[src/rtl/seg7_pkg.sv]
// Shared types and constants for the multiplexed 7-segment scanner.
package seg7_pkg;

    typedef enum logic [1:0] {
        ST_IDLE  = 2'd0,
        ST_BLANK = 2'd1,
        ST_DRIVE = 2'd2
    } state_e;

    // Active-high segment pattern: bits 6:0 = a..g, bit 7 = DP.
    typedef logic [7:0] seg_t;

    localparam seg_t SEG_DARK  = 8'hFF;
    localparam seg_t SEG_CLEAR = 8'h00;

    function automatic int max_int(input int a, input int b);
        return (a > b) ? a : b;
    endfunction

endpackage

[src/rtl/seg7_dwell_timer.sv]
// Load / terminal-count down counter, shared by the blank and dwell phases.
module seg7_dwell_timer #(
    parameter int WIDTH = 16
) (
    input  logic             clk_i,
    input  logic             rst_i,
    input  logic             load_i,
    input  logic [WIDTH-1:0] load_val_i,
    output logic             tc_o
);

    logic [WIDTH-1:0] cnt_q;
    logic [WIDTH-1:0] cnt_d;

    // Holds at zero once the terminal count is reached.
    always_comb begin
        cnt_d = cnt_q;
        if (load_i) begin
            cnt_d = load_val_i;
        end else if (cnt_q != '0) begin
            cnt_d = cnt_q - 1'b1;
        end
    end

    always_ff @(posedge clk_i) begin
        if (rst_i) begin
            cnt_q <= '0;
        end else begin
            cnt_q <= cnt_d;
        end
    end

    assign tc_o = (cnt_q == '0);

endmodule

[src/rtl/seg7_scanner.sv]
// Multiplexed 7-segment scanner with a shadow pattern buffer that is copied
// into the displayed buffer atomically at frame boundaries.
module seg7_scanner
    import seg7_pkg::*;
#(
    parameter int NUM_OF_DISPLAYS = 6,
    parameter int DWELL_CYCLES    = 50000,
    parameter int BLANK_CYCLES    = 4
) (
    input  logic                       clk_i,
    input  logic                       rst_i,
    input  logic                       enable_i,
    input  logic                       wr_valid_i,
    output logic                       wr_ready_o,
    input  logic [2:0]                 wr_idx_i,
    input  logic [7:0]                 wr_seg_i,
    input  logic                       commit_i,
    output logic [NUM_OF_DISPLAYS-1:0] an_o,
    output logic [7:0]                 seg_o,
    output logic                       frame_done_o,
    output logic                       commit_pending_o
);

    localparam int             CNT_W      = $clog2(max_int(DWELL_CYCLES, BLANK_CYCLES));
    localparam logic [CNT_W-1:0] DWELL_LOAD = CNT_W'(DWELL_CYCLES - 1);
    localparam logic [CNT_W-1:0] BLANK_LOAD = CNT_W'(BLANK_CYCLES - 1);
    localparam logic [2:0]     LAST_IDX   = 3'(NUM_OF_DISPLAYS - 1);

    state_e           state_q, state_d;
    logic [2:0]       idx_q, idx_d;
    logic             pending_q, pending_d;
    seg_t             shadow_q [NUM_OF_DISPLAYS];
    seg_t             shadow_d [NUM_OF_DISPLAYS];
    seg_t             active_q [NUM_OF_DISPLAYS];
    seg_t             active_d [NUM_OF_DISPLAYS];

    logic             tmr_load;
    logic [CNT_W-1:0] tmr_val;
    logic             tmr_tc;
    logic             frame_done;
    logic             copy_now;
    logic             wr_fire;

    seg7_dwell_timer #(
        .WIDTH (CNT_W)
    ) u_timer (
        .clk_i      (clk_i),
        .rst_i      (rst_i),
        .load_i     (tmr_load),
        .load_val_i (tmr_val),
        .tc_o       (tmr_tc)
    );

    always_comb begin
        state_d    = state_q;
        idx_d      = idx_q;
        tmr_load   = 1'b0;
        tmr_val    = '0;
        frame_done = 1'b0;
        unique case (state_q)
            ST_IDLE: begin
                tmr_load = 1'b1;
                idx_d    = '0;
                if (enable_i) begin
                    state_d = ST_BLANK;
                    tmr_val = BLANK_LOAD;
                end
            end
            ST_BLANK: begin
                if (!enable_i) begin
                    state_d  = ST_IDLE;
                    idx_d    = '0;
                    tmr_load = 1'b1;
                end else if (tmr_tc) begin
                    state_d  = ST_DRIVE;
                    tmr_load = 1'b1;
                    tmr_val  = DWELL_LOAD;
                end
            end
            ST_DRIVE: begin
                if (!enable_i) begin
                    state_d  = ST_IDLE;
                    idx_d    = '0;
                    tmr_load = 1'b1;
                end else if (tmr_tc) begin
                    state_d  = ST_BLANK;
                    tmr_load = 1'b1;
                    tmr_val  = BLANK_LOAD;
                    if (idx_q == LAST_IDX) begin
                        idx_d      = '0;
                        frame_done = 1'b1;
                    end else begin
                        idx_d = idx_q + 3'd1;
                    end
                end
            end
            default: begin
                state_d  = ST_IDLE;
                idx_d    = '0;
                tmr_load = 1'b1;
            end
        endcase
    end

    // While idle no frame is on screen, so a pending commit lands immediately.
    assign copy_now  = pending_q && ((state_q == ST_IDLE) || frame_done);
    assign pending_d = copy_now ? 1'b0 : (pending_q | commit_i);
    assign wr_fire   = wr_valid_i && !copy_now;

    // Out-of-range indices match no entry, so such writes vanish silently.
    always_comb begin
        for (int i = 0; i < NUM_OF_DISPLAYS; i++) begin
            shadow_d[i] = shadow_q[i];
            active_d[i] = copy_now ? shadow_q[i] : active_q[i];
            if (wr_fire && (wr_idx_i == 3'(i))) begin
                shadow_d[i] = wr_seg_i;
            end
        end
    end

    always_ff @(posedge clk_i) begin
        if (rst_i) begin
            state_q   <= ST_IDLE;
            idx_q     <= '0;
            pending_q <= 1'b0;
            for (int i = 0; i < NUM_OF_DISPLAYS; i++) begin
                shadow_q[i] <= SEG_CLEAR;
                active_q[i] <= SEG_CLEAR;
            end
        end else begin
            state_q   <= state_d;
            idx_q     <= idx_d;
            pending_q <= pending_d;
            for (int i = 0; i < NUM_OF_DISPLAYS; i++) begin
                shadow_q[i] <= shadow_d[i];
                active_q[i] <= active_d[i];
            end
        end
    end

    always_comb begin
        an_o  = '1;
        seg_o = SEG_DARK;
        if (state_q == ST_DRIVE) begin
            an_o[idx_q] = 1'b0;
            seg_o       = ~active_q[idx_q];
        end
    end

    assign wr_ready_o       = !copy_now;
    assign frame_done_o     = frame_done;
    assign commit_pending_o = pending_q;

endmodule
[config.mk]
export PLATFORM = sky130hd
export DESIGN_NAME = seg7_scanner
export DESIGN_NICKNAME = d
export VERILOG_FILES = /design/src/rtl/seg7_pkg.sv /design/src/rtl/seg7_dwell_timer.sv /design/src/rtl/seg7_scanner.sv
export SDC_FILE = /design/constraint.sdc
export NUM_CORES = 1
export LEC_CHECK = 0
export ABC_CLOCK_PERIOD_IN_PS = 5300
export CAP_MARGIN = 15
export CORE_MARGIN = 2
export CORE_UTILIZATION = 40
export DETAILED_ROUTE_END_ITERATION = 12
export PLACE_DENSITY = 0.69
export SYNTH_ARGS = -nofsm -noshare
export SYNTH_HDL_FRONTEND = slang
export SYNTH_SLANG_ARGS = --single-unit
[constraint.sdc]
create_clock -name clk_i -period 5.3 [get_ports clk_i]
set_input_delay 1.325 -clock clk_i [delete_from_list [all_inputs] [get_ports clk_i]]
set_output_delay 1.325 -clock clk_i [all_outputs]
set_load 0.01 [all_outputs]
* After elaboration in Yosys (flattened, before gate mapping) *
Memories as Yosys holds them, arrays and structs flattened. A register that Yosys moved wholly into a read port is not among the register bits.
Cells that the tools add are included.

storage, ports and cells
  register bits = 22
  bits in latches = 0
  RAM bits = 96
  bits in read-only memories = 0
  input bits = 16
  logic and storage cells = 118
  memories = 2

operators by class
  add/sub/neg operators = 2
  $mul = 0
  divide/modulo/power cells = 0
  order comparisons = 2
  equality and inequality tests = 13
  shift operators = 0
  multiplexer cells = 59
  bitwise logic cells = 15
  reductions and logical operators = 21

memories
  memory    words  width  rd ports  clocked after Yosys merged registers in  wr ports  line                RTL
  active_q  6      8      1         1                                        6         seg7_scanner.sv:34  seg_t active_q [NUM_OF_DISPLAYS];
  shadow_q  6      8      6         0                                        6         seg7_scanner.sv:32  seg_t shadow_q [NUM_OF_DISPLAYS];

operators with widths
  operator               number
  $mux 8                 25
  $mux 16                4
  $pmux 16 s3            1
  $mux 3                 6
  $logic_not 16->1       1
  $mux 2                 8
  $reduce_bool 16->1     1
  $sub 16x1->16 const B  1
  $or 1x1->1             13
  $mux 1                 11
  $eq 3x3->1 const B     3
  $logic_and 1x1->1      9
  $not 8->8              1
  $eq 3x2->1 const B     2
  $mux 6                 1
  $ne 3x3->1 const B     2
  $not 6->6              1
  $pmux 2 s3             1
  $pmux 3 s2             1
  $lt 3x4->1 const B     1
  $ne 2x2->1 const B     2
  $reduce_and 2->1       2
  $reduce_or 2->1        2
  $add 3x1->3 const B    1
  other kinds (12)       12

* Logic depth before layout (Yosys ltp) *
Gate-level depths: netlist of the first run.

  word-level depth = 12
  gate-level depth with buffers = 9
  mapped depth without buffers = 7

* Hierarchy *
From an unflattened synthesis of the first run, not the netlist that was laid out.

unflattened totals
  cell total of the unflattened synthesis = 498
  area total of the unflattened synthesis = 5527.8 um^2

modules (own cells, without submodules)
  module            instances  cells each  area each (um^2)
  seg7_scanner      1          382         4563.1
  seg7_dwell_timer  1          116         964.7

* Worst setup path before layout of the first run *
Ideal clock, no wire load.

  kind = input to register
  start = input port rst_i
  end = memory active_q[0][0] (netlist name) (enable)
  library setup time = 0.583 ns
  arrival = 3.046 ns
  setup slack = 1.670 ns
  stages = 5
  path buffers = 3
  cells stage by stage = clkbuf_1 inv_1 clkbuf_1 clkbuf_1 nand2_1

RTL lines
  item         line                RTL
  from (decl)  seg7_scanner.sv:11  input logic rst_i,
  to (decl)    seg7_scanner.sv:34

==> reports/summary.log, run 1 <==
qor: final_layout.area_overhead_of_the_layout_relative_to_synthesis 20.5%
qor: sta.clock-skew-final 7.80 ps
qor: yosys.synth_top_cells_by_area sky130_fd_sc_hd__dfxtp_1 (28%), sky130_fd_sc_hd__edfxtp_1 (28%), sky130_fd_sc_hd__mux2i_1 (11%), sky130_fd_sc_hd__nor2_1 (4.5%), sky130_fd_sc_hd__and2_1 (4.0%)
qor: place.gpl.final_weighted_congestion 0.846
qor: floorplanning.pin_count 33
qor: sta.final_hold_viol_count 0
qor: power_and_ir_drop.worst_ir_drop_vdd 0.000220 V
qor: grt.antenna_found_initial 0
qor: yosys.postSynthNetCount 473
qor: sta.layout_worst_path_cycle_share 0.801
qor: grt.grt_pass1_vias 3467
qor: worst_setup_path.cp_data_arrival_time 2920 ps
qor: final_layout.n_antenna_cell 0
qor: clocking.ctsLongestPathBuffers 2
qor: routing.drt.antenna.violating_nets 0
qor: yosys.synthDominantCellAreaShare 0.283
qor: routing.drcViolationCount 0
qor: clocking.root_buffer sky130_fd_sc_hd__clkbuf_16
qor: grt.grt-ovfl-total 0
qor: floorplanning.die_h 118 µm
qor: routing.first_pass_iters 5
qor: routing.via_count 3481
qor: floorplanning.core 12600 µm²
qor: yosys.synthArstFlopShare 0
qor: clocking.clk_latency 420 ps
qor: yosys.synth_cell_types 48
qor: power_and_ir_drop.power_per_cell_area 468 nW/µm²
qor: clocking.holdBufCountCts 0
qor: sta.total_count_of_max_transition_violations_in_the_final_report 0
qor: final_layout.layout_common_cells sky130_fd_sc_hd__dfxtp_1 (73), sky130_fd_sc_hd__nor2_1 (62), sky130_fd_sc_hd__mux2i_1 (57), sky130_fd_sc_hd__edfxtp_1 (48), sky130_fd_sc_hd__nand2_1 (43)
qor: worst_setup_path.critPathCaptureType primary output
qor: grt.gr-usage-met2 0.252
qor: sta.setup_viol 0
qor: grt.met3_usage_in_global_routing 0.0572
qor: yosys.synth_cells 451
qor: worst_hold_path.worst_hold_path_type reg -> reg
qor: worst_setup_path.worst-path-max-fanout 15
qor: sta.slew-limit-headroom 0.296
qor: clocking.cts.sinks 121
qor: yosys.post_synthesis_cell_type_with_the_largest_combined_area sky130_fd_sc_hd__dfxtp_1
qor: final_layout.layout.filler_cells 1130
qor: routing.first_iter_violations 307
qor: grt.grt_use_met1 0.199
qor: grt.largest_net_degree_at_the_start_of_global_routing 49
qor: floorplanning.starting_density_of_the_core 0.410
qor: worst_setup_path.required 3970 ps
qor: clocking.cts_buffers 17
qor: place.dp_worst_setup_slack 1070 ps
qor: routing.detail_route.vias_per_cell 5.20
qor: clocking.cts.repair.resized 0
qor: outcome.run_status finished clean
qor: worst_setup_path.critical_path.startpoint_type register
qor: floorplanning.number_of_core_rows 41
qor: grt.grt_most_used_layer met2
qor: yosys.synth_flop_cell sky130_fd_sc_hd__dfxtp_1
qor: yosys.synth_edf_count 48
qor: grt.grt_use_total 0.160
qor: power_and_ir_drop.leakage 0.00234 µW
qor: yosys.synthesis.yosys.warnings 0
qor: yosys.synth-seq-cells 121
qor: sta.max_freq 236 MHz
qor: sta.finalWorstPathRequiredPeriod 4240 ps
qor: yosys.synth.yosys.seq_area_share 0.561
qor: final_layout.layout-drive-gt1-share 0.113
qor: final_layout.finish.net_count 506
qor: sta.slack_of_the_critical_path 1060 ps
qor: place.place_hpwl 6.78 mm
qor: yosys.synth.cell_area 5170 µm²
qor: grt.grt_pass1_wl 17.1 mm
qor: final_layout.layout.area.seq 2900 µm²
qor: final_layout.final_util 0.494
qor: worst_setup_path.critical_path_class reg -> out
qor: clocking.post_cts_buffers 0
qor: place.place.port_buffers 32
qor: final_layout.area_used_by_multi_input_combinational_logic 2120 µm²
qor: clocking.tritoncts yes
qor: sta.totalNegativeSetupSlack 0 ps
qor: routing.detail_route.wl_per_cell 15.8 µm
qor: sta.rsz0062_at_grt false
qor: flow_run.drv_cap 0
qor: sta.transition_at_the_pin_with_the_smallest_max_transition_slack 1050 ps
qor: floorplanning.die_width 118 µm
qor: final_layout.mostFrequentLayoutCell sky130_fd_sc_hd__dfxtp_1
qor: floorplanning.fp.dieArea 13900 µm²
qor: clocking.cts.clk_slew.worst_paths 50 ps
qor: clocking.ctsHtreeMaxLevel 4
qor: yosys.post_synth.cell_area_avg 11.5 µm²
qor: routing.totalWireLength 10.6 mm
final cells by class:
| type | instances | share of cell area |
|---|---|---|
| Clock buffer | 17 | 0.0682 |
| Clock inverter | 15 | 0.0281 |
| Inverter | 7 | 0.00421 |
| Multi-Input combinational cell | 300 | 0.340 |
| Sequential cell | 121 | 0.466 |
| Tap cell | 172 | 0.0345 |
| Timing Repair Buffer | 37 | 0.0594 |
where the power goes:
part	total, µW	switching (µW)	internal, µW	leakage [µW]
Clock	1170	428	739	0.000287
Sequential	1130	60.5	1070	0.00110
Combinational	626	386	240	0.000955
Total	2920	875	2050	0.00234
state kept, by name, summed over array words and instances (netlist names), named ones only:
name and count:
active_q 48, commit_pending_o 1, idx_q 3, shadow_q 48, state_q 2, u_timer.cnt_q 16
logic make-up after synthesis:
group / count (synthesis) / synth area share
AND/OR/NAND/NOR: 177 / 0.172
flip-flops: 121 / 0.561
multiplexers: 65 / 0.145
AO/OA/AOI/OAI: 42 / 0.0605
buffers and inverters: 30 / 0.0295
XOR/XNOR: 10 / 0.0169
adder cells (fa/ha/maj): 6 / 0.0145
metrics by stage:
step	total power [µW]	hold slack [ps]	std cells	cell area, µm²
2_1_floorplan	1640	447	451	5170
3_3_place_gp	1730	456	636	5610
3_5_place_dp	1760	469	636	5610
4_1_cts	2930	478	668	6210
5_1_grt	3050	497	669	6230
6_report	2920	475	669	6230
path summary, 6_finish.rpt:
check | end | cells past startpoint | slack [ps] | from
hold / removal | shadow_q[3][7] | 2 | 470 | shadow_q[3][7]
setup / recovery | seg_o[5] | 3 | 1060 | register
setup reg to reg | active_q[5][3] | 9 | 2290 | u_timer.cnt_q[0]
hold reg to reg | shadow_q[3][7] | 2 | 470 | shadow_q[3][7]
routing by layer:
metal	routed length, µm	vias to the layer above
met1	4830	1706
li1	-	1664
met3	503	25
met5	0	-
met4	202	0
met2	5030	86
Yosys cell counts (3+ instances only):
cell type	instances
sky130_fd_sc_hd__buf_6	5
sky130_fd_sc_hd__clkbuf_1	14
sky130_fd_sc_hd__o21ai_0	13
sky130_fd_sc_hd__o211ai_1	8
sky130_fd_sc_hd__xor2_1	6
sky130_fd_sc_hd__dfxtp_1	73
sky130_fd_sc_hd__nor2b_1	3
sky130_fd_sc_hd__mux4_2	8
sky130_fd_sc_hd__and2_1	33
sky130_fd_sc_hd__inv_1	7
sky130_fd_sc_hd__nand4_1	4
sky130_fd_sc_hd__or3_1	3
sky130_fd_sc_hd__edfxtp_1	48
sky130_fd_sc_hd__xnor2_1	4
sky130_fd_sc_hd__a21oi_4	3
sky130_fd_sc_hd__a21oi_1	5
sky130_fd_sc_hd__nand2_1	44
sky130_fd_sc_hd__nand3_1	7
sky130_fd_sc_hd__nor2_1	62
sky130_fd_sc_hd__mux2i_1	57
sky130_fd_sc_hd__ha_1	6
sky130_fd_sc_hd__nand3b_1	3
critical path, cell delays in order, from the launching register on:
cell and delay [ps]:
sky130_fd_sc_hd__dfxtp_1 1010, sky130_fd_sc_hd__mux4_2 610, sky130_fd_sc_hd__o211ai_1 280, sky130_fd_sc_hd__clkdlybuf4s50_1 600
No activity file was read; power rests on OpenSTA's default activity.
==> run 2: changes to the inputs <==
--- a/config.mk
+++ b/config.mk
@@ -5,12 +5,12 @@
 export SDC_FILE = /design/constraint.sdc
 export NUM_CORES = 1
 export LEC_CHECK = 0
-export ABC_CLOCK_PERIOD_IN_PS = 5300
+export ABC_CLOCK_PERIOD_IN_PS = 3700
 export CAP_MARGIN = 15
 export CORE_MARGIN = 2
 export CORE_UTILIZATION = 40
 export DETAILED_ROUTE_END_ITERATION = 12
-export PLACE_DENSITY = 0.69
+export PLACE_DENSITY = 0.71
 export SYNTH_ARGS = -nofsm -noshare
 export SYNTH_HDL_FRONTEND = slang
 export SYNTH_SLANG_ARGS = --single-unit
==> constraint.sdc (replaced) <==
create_clock -name clk_i -period 3.7 [get_ports clk_i]
set_input_delay 0.925 -clock clk_i [delete_from_list [all_inputs] [get_ports clk_i]]
set_output_delay 0.925 -clock clk_i [all_outputs]
set_load 0.01 [all_outputs]
==> run 2 against run 1 <==
Global-route usage increased by 0.37 points. Die area stayed put. Total power increased by 46%. Critical path depth rose by 4. Sequential share of layout area down 0.38 points. Setup slack got worse by 770 ps. Via count shrank 1.6%.
==> reports/summary.log, run 2 (synthesis gave the netlist of run 1 again) <==
qor: worst_setup_path.crit_path_start u_timer.cnt_q[0]
qor: routing.detail_route.vias_per_cell 5.09
qor: floorplanning.starting_density_of_the_core 0.410
qor: worst_setup_path.critical_path.startpoint_type register
qor: worst_setup_path.critical_path_class reg -> out
qor: final_layout.layout-drive-gt1-share 0.116
qor: grt.largest_net_degree_at_the_start_of_global_routing 37
qor: power_and_ir_drop.design_power_total 4270 µW
qor: outcome.run_status finished clean
qor: place.place_hpwl 6.79 mm
qor: floorplanning.die_h 118 µm
qor: floorplanning.pin_count 33
qor: worst_setup_path.required 2770 ps
qor: floorplanning.number_of_core_rows 41
qor: grt.grt_use_total 0.163
qor: sta.transition_at_the_pin_with_the_smallest_max_transition_slack 637 ps
qor: worst_setup_path.critPathCaptureType primary output
qor: clocking.cts_buffers 17
qor: place.place.port_buffers 32
qor: floorplanning.fp.dieArea 13900 µm²
qor: worst_hold_path.hold_path.startpoint shadow_q[2][2]
qor: grt.antenna_found_initial 0
qor: routing.first_iter_violations 195
qor: sta.finalWorstPathRequiredPeriod 3410 ps
qor: power_and_ir_drop.netSwitchingPower 1220 µW
qor: routing.detail_route.wl_per_cell 15.7 µm
qor: power_and_ir_drop.power.share.combinational 0.221
qor: power_and_ir_drop.power_per_cell_area 679 nW/µm²
qor: place.placement.cell_area 5660 µm²
qor: sta.layout_worst_path_cycle_share 0.923
qor: clocking.cts.repair.resized 0
qor: worst_hold_path.worst_hold_path_type reg -> reg
qor: sta.total_count_of_max_transition_violations_in_the_final_report 0
qor: place.gpl.final_weighted_congestion 0.830
qor: clocking.ctsHtreeMaxLevel 4
qor: power_and_ir_drop.seqPwrFrac 0.377
qor: worst_setup_path.cp_data_arrival_time 2490 ps
qor: power_and_ir_drop.worst_ir_drop_vdd 0.000405 V
qor: final_layout.finish.net_count 510
qor: power_and_ir_drop.p_clk_frac 0.402
qor: grt.grt-ovfl-total 0
qor: clocking.holdBufCountCts 0
qor: routing.first_pass_iters 7
qor: final_layout.layout_common_cells sky130_fd_sc_hd__dfxtp_1 (73), sky130_fd_sc_hd__nor2_1 (62), sky130_fd_sc_hd__mux2i_1 (57), sky130_fd_sc_hd__edfxtp_1 (48), sky130_fd_sc_hd__nand2_1 (43)
qor: clocking.root_buffer sky130_fd_sc_hd__clkbuf_16
qor: routing.via_count 3426
qor: grt.grt_pass1_wl 17.5 mm
qor: final_layout.n_antenna_cell 0
qor: floorplanning.core 12600 µm²
qor: sta.final_hold_viol_count 0
qor: clocking.cts.sinks 121
qor: floorplanning.die_width 118 µm
qor: worst_setup_path.worst-path-max-fanout 5
qor: sta.clock-skew-final 6.89 ps
qor: final_layout.final_cell_area 6290 µm²
qor: power_and_ir_drop.power.share.switching 0.287
qor: clocking.post_cts_buffers 0
qor: clocking.tritoncts yes
qor: clocking.clk_latency 410 ps
qor: final_layout.mostFrequentLayoutCell sky130_fd_sc_hd__dfxtp_1
qor: sta.max_freq 293 MHz
qor: routing.drcViolationCount 0
qor: sta.slew-limit-headroom 0.574
qor: routing.totalWireLength 10.5 mm
qor: clocking.cts.clk_slew.worst_paths 50 ps
qor: grt.grt_pass1_vias 3431
qor: sta.setup_viol 0
qor: flow_run.drv_cap 0
qor: final_layout.area_overhead_of_the_layout_relative_to_synthesis 21.5%
qor: worst_setup_path.worstReg2RegStart u_timer.cnt_q[0]
qor: clocking.ctsLongestPathBuffers 2
qor: final_layout.layout_top_registers active_q (48), shadow_q (48), u_timer.cnt_q (16)
qor: sta.rsz0062_at_grt false
qor: routing.drt.antenna.violating_nets 0
qor: power_and_ir_drop.internal_power 3040 µW
qor: sta.totalNegativeSetupSlack 0 ps
qor: power_and_ir_drop.leakage 0.00237 µW
run 2: cell types whose count changed in the layout (fill, tap and decap cells not counted), sizes merged:
| cell | delta |
|---|---|
| buf | +4 |
| clkbuf | +4 |
| inv | -3 |
| bufinv | +1 |
| clkinv | -1 |
| clkinvlp | -1 |
run 2: cell type report:
type,count,area [µm²]
multi-input combinational,300,2120
clock buffer,21,450
sequential,121,2900
inverter,7,26.3
fill,1134,6330
tap,172,215
clock inverter,11,171
timing repair buffer,41,400
run 2: path summary, 6_finish.rpt:
| check | end | slack [ps] | depth (start not counted) |
|---|---|---|---|
| setup / recovery | wr_ready_o | 290 | 7 |
| hold / removal | shadow_q[2][2] | 470 | 2 |
| hold reg to reg | shadow_q[2][2] | 470 | 2 |
| setup reg to reg | active_q[4][1] | 990 | 9 |
run 2: through the flow:
step / util / hold WS, ps / std cells / setup WS, ps
finish: 0.498 / 471 / 673 / 286
global placement: 0.449 / 457 / 641 / 437
CTS: 0.498 / 471 / 673 / 293
floorplan: - / 447 / 451 / 470
global route: 0.498 / 494 / 673 / 203
detailed placement: 0.449 / 464 / 641 / 430
run 2: worst max-delay path, cell delays in order, from the launching register on:
cell and delay (ps):
sky130_fd_sc_hd__dfxtp_1 390, sky130_fd_sc_hd__inv_1 80, sky130_fd_sc_hd__ha_1 200, sky130_fd_sc_hd__nor4b_1 150, sky130_fd_sc_hd__and4_1 230, sky130_fd_sc_hd__and3_4 190
sky130_fd_sc_hd__o21ai_2 240, sky130_fd_sc_hd__clkdlybuf4s50_1 590
run 2: per-layer routing:
metal / global-route usage / vias up / wire [µm] / part of all wire
met3: 0.0504 / 16 / 660 / 0.063
met5: 0 / - / 0 / 0
met4: 0.0678 / 0 / 199 / 0.019
met2: 0.257 / 94 / 4990 / 0.47
met1: 0.210 / 1647 / 4700 / 0.45
li1: - / 1669 / - / -
run 2: power by group through the flow:
stage	Sequential, µW	Clock, µW	Combinational, µW
3_5_place_dp	1640	0	921
5_1_grt	1630	1810	1040
4_1_cts	1610	1740	940
3_3_place_gp	1630	0	886
6_report	1610	1710	944
2_1_floorplan	1620	0	731
==> run 3: changes to the inputs <==
--- a/config.mk
+++ b/config.mk
@@ -7,6 +7,7 @@
 export LEC_CHECK = 0
 export ABC_CLOCK_PERIOD_IN_PS = 3700
 export CAP_MARGIN = 15
+export CORE_ASPECT_RATIO = 1.2
 export CORE_MARGIN = 2
 export CORE_UTILIZATION = 40
 export DETAILED_ROUTE_END_ITERATION = 12
==> run 3 against run 2 <==
Register-to-register slack better by 70 ps. Sequential power barely moved. Non-clock buffer count rose by 2.
==> reports/summary.log, run 3 (synthesis gave the netlist of run 1 again) <==
qor: final_layout.finish.net_count 512
qor: worst_setup_path.timing.critical_path.buf_inv 2
qor: worst_setup_path.worst_stage_delay_on_the_critical_path 510 ps
qor: clocking.ctsHtreeMaxLevel 4
qor: final_layout.mostFrequentLayoutCell sky130_fd_sc_hd__dfxtp_1
qor: sta.layout_worst_path_cycle_share 0.943
qor: final_layout.layout_common_cells sky130_fd_sc_hd__dfxtp_1 (73), sky130_fd_sc_hd__nor2_1 (62), sky130_fd_sc_hd__mux2i_1 (57), sky130_fd_sc_hd__edfxtp_1 (48), sky130_fd_sc_hd__nand2_1 (43)
qor: final_layout.layout-drive-gt1-share 0.123
qor: worst_setup_path.critical_path_class reg -> out
qor: place.placed_cells 635
qor: worst_setup_path.required 2770 ps
qor: floorplanning.starting_density_of_the_core 0.408
qor: sta.setup_viol 0
qor: grt.grt-ovfl-total 0
qor: routing.first_iter_violations 231
qor: grt.grt_pass1_vias 3527
qor: final_layout.layoutNonFillerInstCount 667
qor: worst_hold_path.worst_hold_path_type reg -> reg
qor: floorplanning.die_width 108 µm
qor: floorplanning.number_of_core_rows 45
qor: routing.drt.antenna.violating_nets 0
qor: grt.antenna_found_initial 0
qor: final_layout.n_antenna_cell 0
qor: routing.totalWireLength 10.9 mm
qor: worst_setup_path.standard_cell_with_the_maximum_stage_delay_on_the_critical_path sky130_fd_sc_hd__clkdlybuf4s50_1
qor: sta.final_hold_viol_count 0
qor: sta.total_count_of_max_transition_violations_in_the_final_report 0
qor: sta.clock-skew-final 12.2 ps
qor: flow_run.drv_cap 0
qor: power_and_ir_drop.leakage 0.00234 µW
qor: sta.finalWorstPathRequiredPeriod 3490 ps
qor: place.place.port_buffers 32
qor: sta.finalHoldWorstSlack 474 ps
qor: clocking.clk_latency 410 ps
qor: sta.transition_at_the_pin_with_the_smallest_max_transition_slack 726 ps
qor: final_layout.layout_top_registers active_q (48), shadow_q (48), u_timer.cnt_q (16)
qor: place.gpl.final_weighted_congestion 0.822
qor: floorplanning.fp.dieArea 13900 µm²
qor: routing.first_pass_iters 4
qor: grt.grt_use_total 0.169
qor: final_layout.area_overhead_of_the_layout_relative_to_synthesis 19.9%
qor: routing.detail_route.wl_per_cell 16.3 µm
qor: final_layout.final_cell_area 6200 µm²
qor: grt.grt_pass1_wl 17.7 mm
qor: sta.max_freq 287 MHz
qor: power_and_ir_drop.worst_ir_drop_vdd 0.000406 V
qor: sta.totalNegativeSetupSlack 0 ps
qor: clocking.holdBufCountCts 0
qor: worst_setup_path.worst-path-max-fanout 9
qor: power_and_ir_drop.power_per_cell_area 656 nW/µm²
qor: clocking.cts.sinks 121
qor: place.place_hpwl 7.05 mm
qor: clocking.tritoncts yes
qor: place.placement.cell_area 5660 µm²
qor: worst_setup_path.critical_path.startpoint_type register
qor: worst_setup_path.critPathCaptureType primary output
qor: floorplanning.pin_count 33
qor: routing.drcViolationCount 0
qor: sta.rsz0062_at_grt false
qor: worst_setup_path.crit_path_cell_trace inv_1 > ha_1 > nor4b_1 > and4_4 > and3_4 > o21ai_2 > clkdlybuf4s50_1
qor: floorplanning.core 12700 µm²
qor: clocking.root_buffer sky130_fd_sc_hd__clkbuf_16
qor: clocking.cts_buffers 17
qor: grt.largest_net_degree_at_the_start_of_global_routing 37
qor: worst_setup_path.cp_data_arrival_time 2560 ps
qor: sta.slew-limit-headroom 0.515
qor: routing.detail_route.vias_per_cell 5.18
qor: clocking.ctsLongestPathBuffers 2
qor: worst_setup_path.cpLargestDelayFamily simple AND/OR/NAND/NOR gates
qor: clocking.cts.clk_slew.worst_paths 60 ps
qor: outcome.run_status finished clean
qor: routing.via_count 3455
qor: floorplanning.die_h 129 µm
==> run 3: changes by cell type in the layout (fill, tap and decap cells not counted), sizes merged <==
cell	before	now
clkinv	5	4
bufinv	4	0
clkinvlp	2	3
buf	9	11
inv	7	14
clkbuf	21	18
==> run 3: stage by stage <==
step            util  setup slack [ps]  total power [µW]
2_1_floorplan      -               470              2350
3_3_place_gp   0.447               433              2500
3_5_place_dp   0.447               432              2550
4_1_cts        0.490               130              4070
5_1_grt        0.490              71.6              4270
6_report       0.490               210              4070
==> run 3: worst paths after layout <==
path | startpoint | endpoint | slack, ps | cells past startpoint
min | shadow_q[3][2] | shadow_q[3][2] | 470 | 2
max reg2reg | u_timer.cnt_q[0] | active_q[1][0] | 1060 | 9
max | u_timer.cnt_q[0] | wr_ready_o | 210 | 7
min reg2reg | shadow_q[3][2] | shadow_q[3][2] | 470 | 2
==> run 3: layer usage <==
metal,vias to the layer above,share of wire,global-route usage
met2,76,0.50,0.276
met1,1690,0.45,0.209
met4,0,0.018,0.0641
met3,12,0.038,0.0547
met5,-,0,0
li1,1677,-,-
==> run 3: power breakdown <==
part           internal [µW]  switching (µW)  total (µW)
Combinational            373             574         947
Sequential              1530            85.3        1610
Clock                    872             636        1510
Total                   2770            1300        4070
==> run 3: repair_timing <==
item,in CTS,in global routing
gates resized for setup,1,1
setup buffers,0,0
pin swaps,0,0
setup endpoints to repair,1,1
==> run 3: final cells by class <==
class | count | area (µm²)
Fill cell | 1141 | 6460
Sequential cell | 121 | 2900
Multi-Input combinational cell | 300 | 2120
Clock buffer | 18 | 429
Timing Repair Buffer | 43 | 403
Tap cell | 164 | 205
Clock inverter | 14 | 115
Inverter | 7 | 26.3
==> run 3: tightest hold or removal path: cells and delay by family, from the launching register on <==
kind,cells,cell delay [ps]
muxes,1,70
DFF,1,290
and+or+nand+nor,1,60
